`config.mk`:
```
export PLATFORM = sky130hd
export DESIGN_NAME = scan_sequencer
export DESIGN_NICKNAME = d
export VERILOG_FILES = /design/src/rtl/scan_sequencer.sv
export SDC_FILE = /design/constraint.sdc
export NUM_CORES = 1
export LEC_CHECK = 0
export CORE_MARGIN = 1.5
export CORE_UTILIZATION = 50
export CTS_CLUSTER_DIAMETER = 40
export DETAILED_ROUTE_END_ITERATION = 6
export GPL_TIMING_DRIVEN = 1
export PLACE_DENSITY = 0.77
export SYNTH_ARGS = -nofsm -noshare
export SYNTH_HDL_FRONTEND = slang
export SYNTH_SLANG_ARGS = --single-unit
```
`constraint.sdc`:
```
create_clock -name clk -period 3.8 [get_ports clk]
set_input_delay 1.14 -clock clk [delete_from_list [all_inputs] [get_ports clk]]
set_output_delay 1.14 -clock clk [all_outputs]
set_load 0.03 [all_outputs]
```
`src/rtl/scan_sequencer.sv`:
```
// Slot sequencer for a 4-to-16 decoder: walks the set bits of a latched mask,
// holding each slot for dwell+1 cycles, as a single pass or continuously.
module scan_sequencer #(
  parameter int unsigned DWELL_W = 8
) (
  input  logic               clk,
  input  logic               rst_n,
  input  logic               start,
  input  logic               stop,
  input  logic               mode,
  input  logic [DWELL_W-1:0] dwell,
  input  logic [15:0]        mask,
  output logic               a,
  output logic               b,
  output logic               c,
  output logic               d,
  output logic               enable,
  output logic               busy,
  output logic               done
);

  localparam logic ST_IDLE   = 1'b0;
  localparam logic ST_ACTIVE = 1'b1;

  logic               r_state;
  logic [3:0]         r_slot;
  logic               r_enable;
  logic               r_busy;
  logic               r_done;
  logic [15:0]        r_mask;
  logic [DWELL_W-1:0] r_dwell;
  logic [DWELL_W-1:0] r_cnt;

  logic [16:0]        w_keep;
  logic [16:0]        w_above;
  logic               w_has_above;
  logic [3:0]         w_next_slot;
  logic [3:0]         w_first_in;
  logic [3:0]         w_first_latched;
  logic               w_launch;

  function automatic logic [3:0] lowest_set(input logic [15:0] v);
    logic [3:0] idx;
    idx = '0;
    for (int unsigned i = 16; i > 0; i--) begin
      if (v[i-1]) idx = 4'(i - 1);
    end
    return idx;
  endfunction

  // 17-bit width so that slot 15 leaves no candidate bits above it.
  always_comb begin
    w_keep          = ~((17'd2 << r_slot) - 17'd1);
    w_above         = {1'b0, r_mask} & w_keep;
    w_has_above     = |w_above;
    w_next_slot     = lowest_set(w_above[15:0]);
    w_first_in      = lowest_set(mask);
    w_first_latched = lowest_set(r_mask);
    w_launch        = start && !stop;
  end

  always_ff @(posedge clk or negedge rst_n) begin
    if (!rst_n) begin
      r_state  <= ST_IDLE;
      r_slot   <= '0;
      r_enable <= 1'b0;
      r_busy   <= 1'b0;
      r_done   <= 1'b0;
      r_mask   <= '0;
      r_dwell  <= '0;
      r_cnt    <= '0;
    end else begin
      r_done <= 1'b0;
      case (r_state)
        ST_IDLE: begin
          if (w_launch) begin
            if (mask != 16'h0000) begin
              r_mask   <= mask;
              r_dwell  <= dwell;
              r_cnt    <= dwell;
              r_slot   <= w_first_in;
              r_enable <= 1'b1;
              r_busy   <= 1'b1;
              r_state  <= ST_ACTIVE;
            end else begin
              r_done <= 1'b1;
            end
          end
        end
        ST_ACTIVE: begin
          // stop outranks a dwell expiry in the same cycle
          if (stop) begin
            r_state  <= ST_IDLE;
            r_enable <= 1'b0;
            r_busy   <= 1'b0;
          end else if (r_cnt == '0) begin
            if (w_has_above) begin
              r_slot <= w_next_slot;
              r_cnt  <= r_dwell;
            end else if (mode) begin
              r_slot <= w_first_latched;
              r_cnt  <= r_dwell;
            end else begin
              r_state  <= ST_IDLE;
              r_enable <= 1'b0;
              r_busy   <= 1'b0;
              r_done   <= 1'b1;
            end
          end else begin
            r_cnt <= r_cnt - 1'b1;
          end
        end
        default: begin
          r_state  <= ST_IDLE;
          r_enable <= 1'b0;
          r_busy   <= 1'b0;
        end
      endcase
    end
  end

  assign a      = r_slot[3];
  assign b      = r_slot[2];
  assign c      = r_slot[1];
  assign d      = r_slot[0];
  assign enable = r_enable;
  assign busy   = r_busy;
  assign done   = r_done;

endmodule
```
---- Yosys cells after proc, flatten, opt, wreduce, memory -nomap -nowiden ----
Cells that the tools add are included.
word-level totals
  word-level logic and storage cells ...... 114
  output and inout bits ................... 7
  register bits after elaboration ......... 39
  input port bits ......................... 29
operators by class
  add/subtract/negate cells ............... 2
  equal/unequal tests ..................... 9
  reduce and logical (&&, ||, !) cells .... 9
  muxes and demuxes ....................... 83
  shifts and indexed selects .............. 1
  bitwise gates (word level) .............. 3
operators by type and width
  kind                                                 number
  2-to-1 mux 4 bit                                     54
  2-to-1 mux 8 bit                                     6
  2-to-1 mux 1 bit                                     18
  bitwise AND 16 x 17 -> 17 bit                        1
  inverter 17 bit                                      1
  OR reduction 17 bit                                  1
  left shift 2 x 4 -> 17 bit (first input constant)    1
  subtractor 17 x 1 -> 17 bit (second input constant)  1
  one-hot mux 8 bit (2 select lines)                   1
  nonzero test 16 bit                                  1
  AND reduction 5 bit                                  2
  logical NOT 8 bit                                    1
  one-hot mux 4 bit (2 select lines)                   1
  subtractor 8 x 1 -> 8 bit (second input constant)    1
  != test 2 bit (second input constant)                3
  != test 3 x 2 -> 1 bit (second input constant)       2
  != test 3 bit (second input constant)                2
  one-hot mux 1 bit (2 select lines)                   3
  != test 4 bit (second input constant)                1
  AND reduction 4 bit                                  1
  AND reduction 3 bit                                  1
  != test 2 x 1 -> 1 bit (second input constant)       1
  logical AND 1 bit                                    1
  logical NOT 1 bit                                    1
  inverter 1 bit                                       1

---- Logic depth before layout (Yosys ltp) ----
  depth in word-level cells ............... 24
  gate-level depth with buffers ........... 14
  depth with buffers taken out ............ 11

---- Worst setup path after synthesis ----
Ideal clock, no wire load.
  path kind ............................... register to register
  start point ............................. register r_slot[3]
  end point ............................... register r_cnt[2]
  required time ........................... 3.677 ns
  buffers on the path ..................... 3
  period minus slack after synthesis ...... 3.735 ns
  library setup time ...................... 0.123 ns
  arrival ................................. 3.612 ns
  stages on the path, launching flop included .. 15
  path slack .............................. 0.065 ns
  cells stage by stage .................... dfrtp_1 > buf_2 > buf_1 > nor2_1 > nand3b_1 > ha_1 > buf_6 > or4b_4 > o22ai_2 > o21ai_2 > or4_4 > o41a_4 > nor2_8 > inv_4 > o221a_1
between the ends
  longest elaborated chain between the ends .. 9
  elaborated cells on any way between the ends .. 11
  classes of those cells .................. add/sub (1); eq/ne (1); shift (1); mux (4); bitwise (2); reduce/logical (2)
ends and longest elaborated chain
  element                             RTL line  text
  start: declaration                  26        logic [3:0] r_slot;
  start signal: assignment            81        r_slot <= w_first_in;
  start signal: assignment            98        r_slot <= w_next_slot;
  start signal: assignment            101       r_slot <= w_first_latched;
  left shift 2 x 4 -> 17 bit (*)      53        w_keep = ~((17'd2 << r_slot) - 17'd1);
  subtractor 17 x 1 -> 17 bit (*)     53
  inverter 17 bit (*)                 53
  bitwise AND 16 x 17 -> 17 bit (*)   54        w_above = {1'b0, r_mask} & w_keep;
  OR reduction 17 bit (*)             55        w_has_above = |w_above;
  2-to-1 mux 8 bit                    97        if (w_has_above) begin
  2-to-1 mux 8 bit                    96        end else if (r_cnt == '0) begin
  2-to-1 mux 8 bit                    92        if (stop) begin
  one-hot mux 8 bit (2 select lines)  74        case (r_state)
  end signal: assignment              80        r_cnt <= dwell;
  end signal: assignment              99        r_cnt <= r_dwell;
  end signal: assignment              102       r_cnt <= r_dwell;
  end: declaration                    32        logic [DWELL_W-1:0] r_cnt;
Mark *: on every way between the ends. The rest lies on a longest branch, timed or not. The select of a mux whose other input is x is not followed.
A chain may end at the register's enable or synchronous reset.

---- Worst setup path after layout ----
  start point ............................. register r_slot[2]
  end point ............................... register r_cnt[3]
The elaborated chain is that of the path after synthesis.

==> results by group <==
Power
  • Pwr Density: 529 mW/mm^2
  • Max VDD drop: between 0.2 and 0.3 mV
  • Leakage: approximately 1.4 nW

Cells and area
  • Multi-input gate area: 0.00155 mm^2
  • Register area: 976 um^2
  • Share of post-route cells with drive strength above 1: 0.0755
  • Diodes inserted: 0
  • Syn-to-layout area delta: 18.8%
  • Filler cell count: between 400 and 500
  • Final nets: 402

Global route
  • GRT Overall Usage: 0.250
  • Global-route wire length before repair: 11800 um
  • Initial antenna violation count: 0
  • Number of global-route vias before repair: around 2400
  • Largest net degree at the start of global routing: 40
  • Overflow after GRT: 0

Floorplan
  • Core area: roughly 0.0051 mm^2
  • Initial Utilization: 0.520
  • Die area: 0.00580 mm^2
  • FP Rows: 26
  • I/O pin count: 36
  • Die width: ~76 um
  • Die H: 76.1 um

STA
  • Final worst path period need: about 3.4 ns
  • WHS: about 0.48 ns
  • Post-Route Setup TNS: 0 ns
  • Final Hold Vio Count: 0
  • Final Skew: around 0.0025 ns
  • Max-slew violations: 0
  • Worst slew margin: 0.422
  • Fmax: 297 MHz
  • Worst-margin pin slew: about 0.87 ns
  • Final period util: 0.885
  • Setup violators final: 0
  • RSZ-0062 raised after global routing: no

Place
  • Post-DP HPWL: ~5300 um
  • Port buffer count: 35
  • Routability congestion estimate: 0.938

Clock network
  • Setup Buffers After CTS: 0
  • Clk buf depth: 2
  • Clock latency on the worst-skew pair: 0.29 ns
  • Clock transition at path regs: around 0.080 ns
  • H-Tree Depth: 2
  • Hold-fix buffers at CTS: 0
  • # resized after CTS: 0
  • TritonCTS clock tree: built
  • Clk root buf: clkbuf_8
  • # clock sinks: 39
  • Number of CTS-inserted buffers: 5

Yosys
  • Syn Area/Cell: ~8.0 um^2
  • Synth cell types: 60
  • Syn nets: 368
  • FFs w/ async S/R, synth: 1.00
  • EDFF count, synth: 0
  • Sequential-to-total area share from yosys stat: 0.365
  • Top-area cell type share of the netlist area: 0.365
  • Yosys reg bits: 39
  • Most common cell in the synthesized netlist: nand2_1
  • Area leader, netlist: dfrtp_1
  • Ys flop type: dfrtp_1
  • Most frequent cells after synthesis: nand2_1 (72), dfrtp_1 (39), nor2_1 (27)
  • Cell Area, Synth: between 0.002 and 0.003 mm^2
  • Yosys warns: 0
  • Synthesized instance count: about 340
  • Ranking of synthesized cells by area: dfrtp_1 (36%), nand2_1 (10%), o21ai_0 (4.5%), nor2_1 (3.8%), a21oi_1 (3.4%)

Critical path
  • CP max stage delay: approximately 0.6 ns
  • Crit path capture: r_cnt[3]
  • RR Endpoint: r_cnt[3]
  • CP Launch Type: register
  • Slowest stage cell on the critical path: o41a_4
  • Cells on worst reg2reg path: 11
  • Critical Path RT: between 3 and 4 ns
  • Worst R2R Start: r_slot[2]
  • Reg2reg setup slack: roughly 0.44 ns
  • Crit-path cells: nor2_1 > nand3b_1 > ha_1 > or4b_4 > o22ai_2 > o21ai_2 > or4_4 > o41a_4 > nor2_8 > inv_4 > o221a_1
  • Worst-path maximum fanout: 8
  • WP data arrival: between 3 and 4 ns
  • Crit. End Element: register
  • Critical path origin: r_slot[2]
  • WS Path Type: reg -> reg

Routing
  • Antenna Nets Post-Route: 0
  • DR iter-0 viols: approximately 240
  • Vias/cell: 6.04
  • DRC viols: 0
  • Detailed-route via count: about 2700
  • Wire per inst: 15.9 um
  • Iteration count of the initial detailed-routing pass: 5
  • Drt total wl: approximately 7000 um

Worst hold path
  • Hold depth: 2
  • Hold Path Class: reg -> reg

Flow run
  • Max cap viols: 0

Status
  • Status: completed
metrics by stage:
stage / worst slack (ns) / power (W) / utilization / std cells / cell area (um^2)
after floorplan: 0.0650 / 0.00117 / - / 336 / 2680
after global placement: 0.504 / 0.00138 / 0.602 / 433 / 3100
after detailed placement: 0.441 / 0.00140 / 0.602 / 433 / 3100
after CTS: 0.424 / 0.00167 / 0.618 / 441 / 3180
after global routing: 0.316 / 0.00179 / 0.618 / 441 / 3180
final: 0.436 / 0.00168 / 0.618 / 441 / 3180
layout make-up:
type	count	share of cell area
well taps	70	0.0276
clock inverters	1	0.00158
clock buffers	7	0.0240
inverters	17	0.0209
flip-flops and latches	39	0.307
multi-input cells	263	0.489
repair buffers	44	0.130
per-layer routing:
metal	vias to the layer above	GRT usage	wire length, um
met1	1247	0.374	3350
met2	118	0.373	3080
met5	-	0	0
li1	1293	-	-
met3	6	0.0455	534
met4	0	0.0611	55
critical path, delay by kind of cell, from the launching register on:
kind | cells | cell delay [ns]
compound gates | 4 | 1.16
buf+inv | 1 | 0.05
fa+ha+maj | 1 | 0.21
flops | 1 | 0.38
simple gates | 5 | 1.46
logic make-up after synthesis:
kind of cell	Yosys count	share of synthesized area
and+or+nand+nor	154	0.275
buffers and inverters	34	0.0571
muxes	4	0.0159
AOI/OAI and AO/OA	99	0.263
DFF	39	0.365
xor gates and xnor gates	3	0.00982
adders and majority gates	3	0.0140
worst min-delay path by stage:
stage / from / to / slack (ns)
2_1_floorplan: r_dwell[2] / r_dwell[2] / 0.44
3_3_place_gp: r_dwell[2] / r_dwell[2] / 0.46
3_5_place_dp: r_dwell[2] / r_dwell[2] / 0.46
4_1_cts: r_dwell[2] / r_dwell[2] / 0.48
5_1_grt: r_dwell[1] / r_dwell[1] / 0.52
6_report: r_dwell[2] / r_dwell[2] / 0.48
sequential cells by signal (all words and copies together), names as in the netlist:
register  cells
r_mask       16
r_cnt         8
r_dwell       8
r_slot        4
busy          1
done          1
r_state       1
power by group:
part	switching [W]	total [W]	leakage (nW)	internal, W
sequential	0.000119	0.000628	0.476	0.000509
combinational	0.000441	0.000775	0.836	0.000334
clock	0.000148	0.000277	0.0422	0.000129
total	0.000708	0.00168	1.35	0.000971
layout by cell type, fill, tap and decap left out, types with 6 or more instances in the layout:
cell and count:
nand2_1 72, dfrtp_1 39, clkdlybuf4s50_1 34, nor2_1 27, o21ai_0 24, a21oi_1 18, inv_1 16, nor4_1 11
buf_4 9, and2_1 8, nor3_1 8, o31ai_1 7, nand2b_1 6
No activity file was read; power rests on OpenSTA's default activity.
==> patch: new RTL, same flow settings <==
Make the reset (`rst_n`) synchronous in one clocked block.
--- a/src/rtl/scan_sequencer.sv
+++ b/src/rtl/scan_sequencer.sv
@@ -59,7 +59,7 @@
     w_launch        = start && !stop;
   end
 
-  always_ff @(posedge clk or negedge rst_n) begin
+  always_ff @(posedge clk) begin
     if (!rst_n) begin
       r_state  <= ST_IDLE;
       r_slot   <= '0;
Function: differs if rst_n is asserted again (counterexample within 4 cycles, from zero or initial values and one cycle with rst_n low); with rst_n held inactive, the same outputs for 4 cycles.
==> patch against the original RTL <==
Via count rose by 9.3%; wire length rose by 2.5%; die area rose by 4.3%; area after synthesis rose by 4.4%; utilization fell by 1.0 points; setup slack improved by 0.21 ns; cell area rose by 4.1%; total power fell by 28%; register-to-register slack improved by 0.35 ns; sequential cell count did not move.
==> patch: results (changes against the original RTL) <==
Synthesis
  • Post-Syn Nets: 409 (was 368)
  • Syn Inst Count: 377 (was 336)
  • Sequential share of the synthesized area: 27.9% (was 36.5%)
  • Synth cell count leaders: 75 x nand2_1, 49 x a21oi_1, 39 x dfxtp_1 (was 72 x nand2_1, 39 x dfrtp_1, 27 x nor2_1)
  • Async S/R FF share, synth: 0% (was 100%)
  • Largest cells by area after synthesis: dfxtp_1 28%, nand2_1 10%, a21oi_1 8.8%, nor2_1 3.5%, a311oi_1 3.4% (was dfrtp_1 36%, nand2_1 10%, o21ai_0 4.5%, nor2_1 3.8%, a21oi_1 3.4%)
  • Post-synth cell types: 71 (was 60)

Finish
  • Final net count: 438 (was 402)
  • Biggest regs: r_mask: 16 flops, r_cnt: 8 flops, r_dwell: 8 flops (unchanged)
  • Final Non-Filler Cells: 479 (was 441)
  • Ratio of cells with drive above 1 in the final layout: 10.6% (was 7.55%)

Placed design
  • Placed cell areas: 0.00319 mm2 (was 0.00310 mm2)
  • Placed cell count: 471 (was 433)
  • RePlAce Congestion: 0.904 (was 0.938)
  • Post-DP HPWL: 5320 um (was 5330 um)
  • Pre-CTS WS: 0.385 ns (was 0.441 ns)

Outcome
  • Outcome: complete, no violations (unchanged)

Detailed routing
  • Routed wire length: 7200 um (was 7020 um)
  • Initial drt markers: 289 (was 237)
  • Via count: 2913 (was 2664)

Global routing
  • Vias in the first global route: 2553 (was 2412)
  • First-pass GRT wire length: 12200 um (was 11800 um)
  • Gr usage total: 24.8% (was 25.0%)
  • Pin count of the biggest net entering global routing: 25 (was 40)

Setup path
  • Worst reg2reg path endpoint: r_slot[0]$_SDFFE_PN0P_ (was r_cnt[3]$_DFFE_PN0P_)
  • CP Max Fanout: 15 (was 8)
  • WP data arrival: 3.29 ns (was 3.54 ns)
  • Critical R2R Launch: r_slot[1]$_SDFFE_PN0P_ (was r_slot[2]$_DFFE_PN0P_)
  • R2r setup slk: 0.79 ns (was 0.44 ns)

Power and ir drop
  • Internal: 0.000810 W (was 0.000971 W)
  • VDD IR-drop max: 221 uV (was 289 uV)
  • Static Leakage: 1.17 nW (was 1.35 nW)

Timing
  • Max-slew headroom: 37.6% (was 42.2%)
  • Fin Clk Skew: 0.00957 ns (was 0.00249 ns)

Min path
  • WHS Endpoint: r_dwell[2]$_SDFFE_PN0P_ (was r_dwell[2]$_DFFE_PN0P_)
## patch: cell count changes after synthesis, moves of 5 or more
cell / delta
and2_1: -7
dfxtp_1: +39
a311oi_1: +9
nor4_1: -5
inv_1: -6
dfrtp_1: -39
o21ai_0: -8
mux2i_1: +5
a21oi_1: +31
## patch: cell families (layout without fill, tap and decap cells)
logic type	Yosys count	count (layout)	share of synthesized area [%]
simple gates	168	168	31.8
compound gates	118	118	27.8
flops	39	39	27.9
buf+inv	34	64	5.91
mux	9	9	3.31
xor+xnor	6	6	1.88
fa+ha+maj	3	3	1.34
## patch: cell type report
class | instances | area [um2]
Fill cell | 492 | 2130
Multi-Input combinational cell | 304 | 1850
Sequential cell | 39 | 781
Timing Repair Buffer | 46 | 433
Tap cell | 72 | 90.1
Clock buffer | 5 | 68.8
Clock inverter | 3 | 43.8
Inverter | 10 | 37.5
## patch: worst max-delay path by stage
| stage | startpoint | end | slack [ns] | cells after the start |
|---|---|---|---|---|
| floorplan | r_slot[2]$_SDFFE_PN0P_ | r_cnt[6]$_SDFFE_PN0P_ | 0.69 | 14 |
| global placement | mask[8] | r_cnt[6]$_SDFFE_PN0P_ | 0.49 | 8 |
| detailed placement | mask[8] | r_cnt[2]$_SDFFE_PN0P_ | 0.39 | 7 |
| CTS | mask[8] | r_cnt[2]$_SDFFE_PN0P_ | 0.68 | 7 |
| global route | mask[8] | r_cnt[4]$_SDFFE_PN0P_ | 0.38 | 8 |
| finish | mask[8] | r_cnt[2]$_SDFFE_PN0P_ | 0.65 | 8 |
## patch: power groups by stage
stage | Combinational [W] | Clock [W] | Sequential [W]
after CTS | 0.000404 | 0.000352 | 0.000464
after global routing | 0.000447 | 0.000369 | 0.000469
final | 0.000407 | 0.000344 | 0.000465
after detailed placement | 0.000402 | 0 | 0.000474
after floorplan | 0.000291 | 0 | 0.000474
after global placement | 0.000394 | 0 | 0.000473
## patch: critical path: stages
cell and delay (ns):
clkdlybuf4s50_1 0.46, or4_1 0.61, nor2b_1 0.22, nand3_1 0.13, a21oi_1 0.21, nor2_1 0.24, a21oi_1 0.21, a311oi_1 0.07
## patch: metrics by stage
stage | total power [W] | hold WS [ns]
6_report | 0.00122 | 0.459
5_1_grt | 0.00129 | 0.480
4_1_cts | 0.00122 | 0.461
3_5_place_dp | 0.000875 | 0.449
3_3_place_gp | 0.000867 | 0.442
2_1_floorplan | 0.000765 | 0.433
## patch: metal layers
layer,GRT usage (%),vias up,share of wire [%]
met2,37.8,114,44
met3,3.76,10,6.2
met1,36.1,1358,48
li1,-,1431,-
met5,0,-,0
met4,7.09,0,1.4
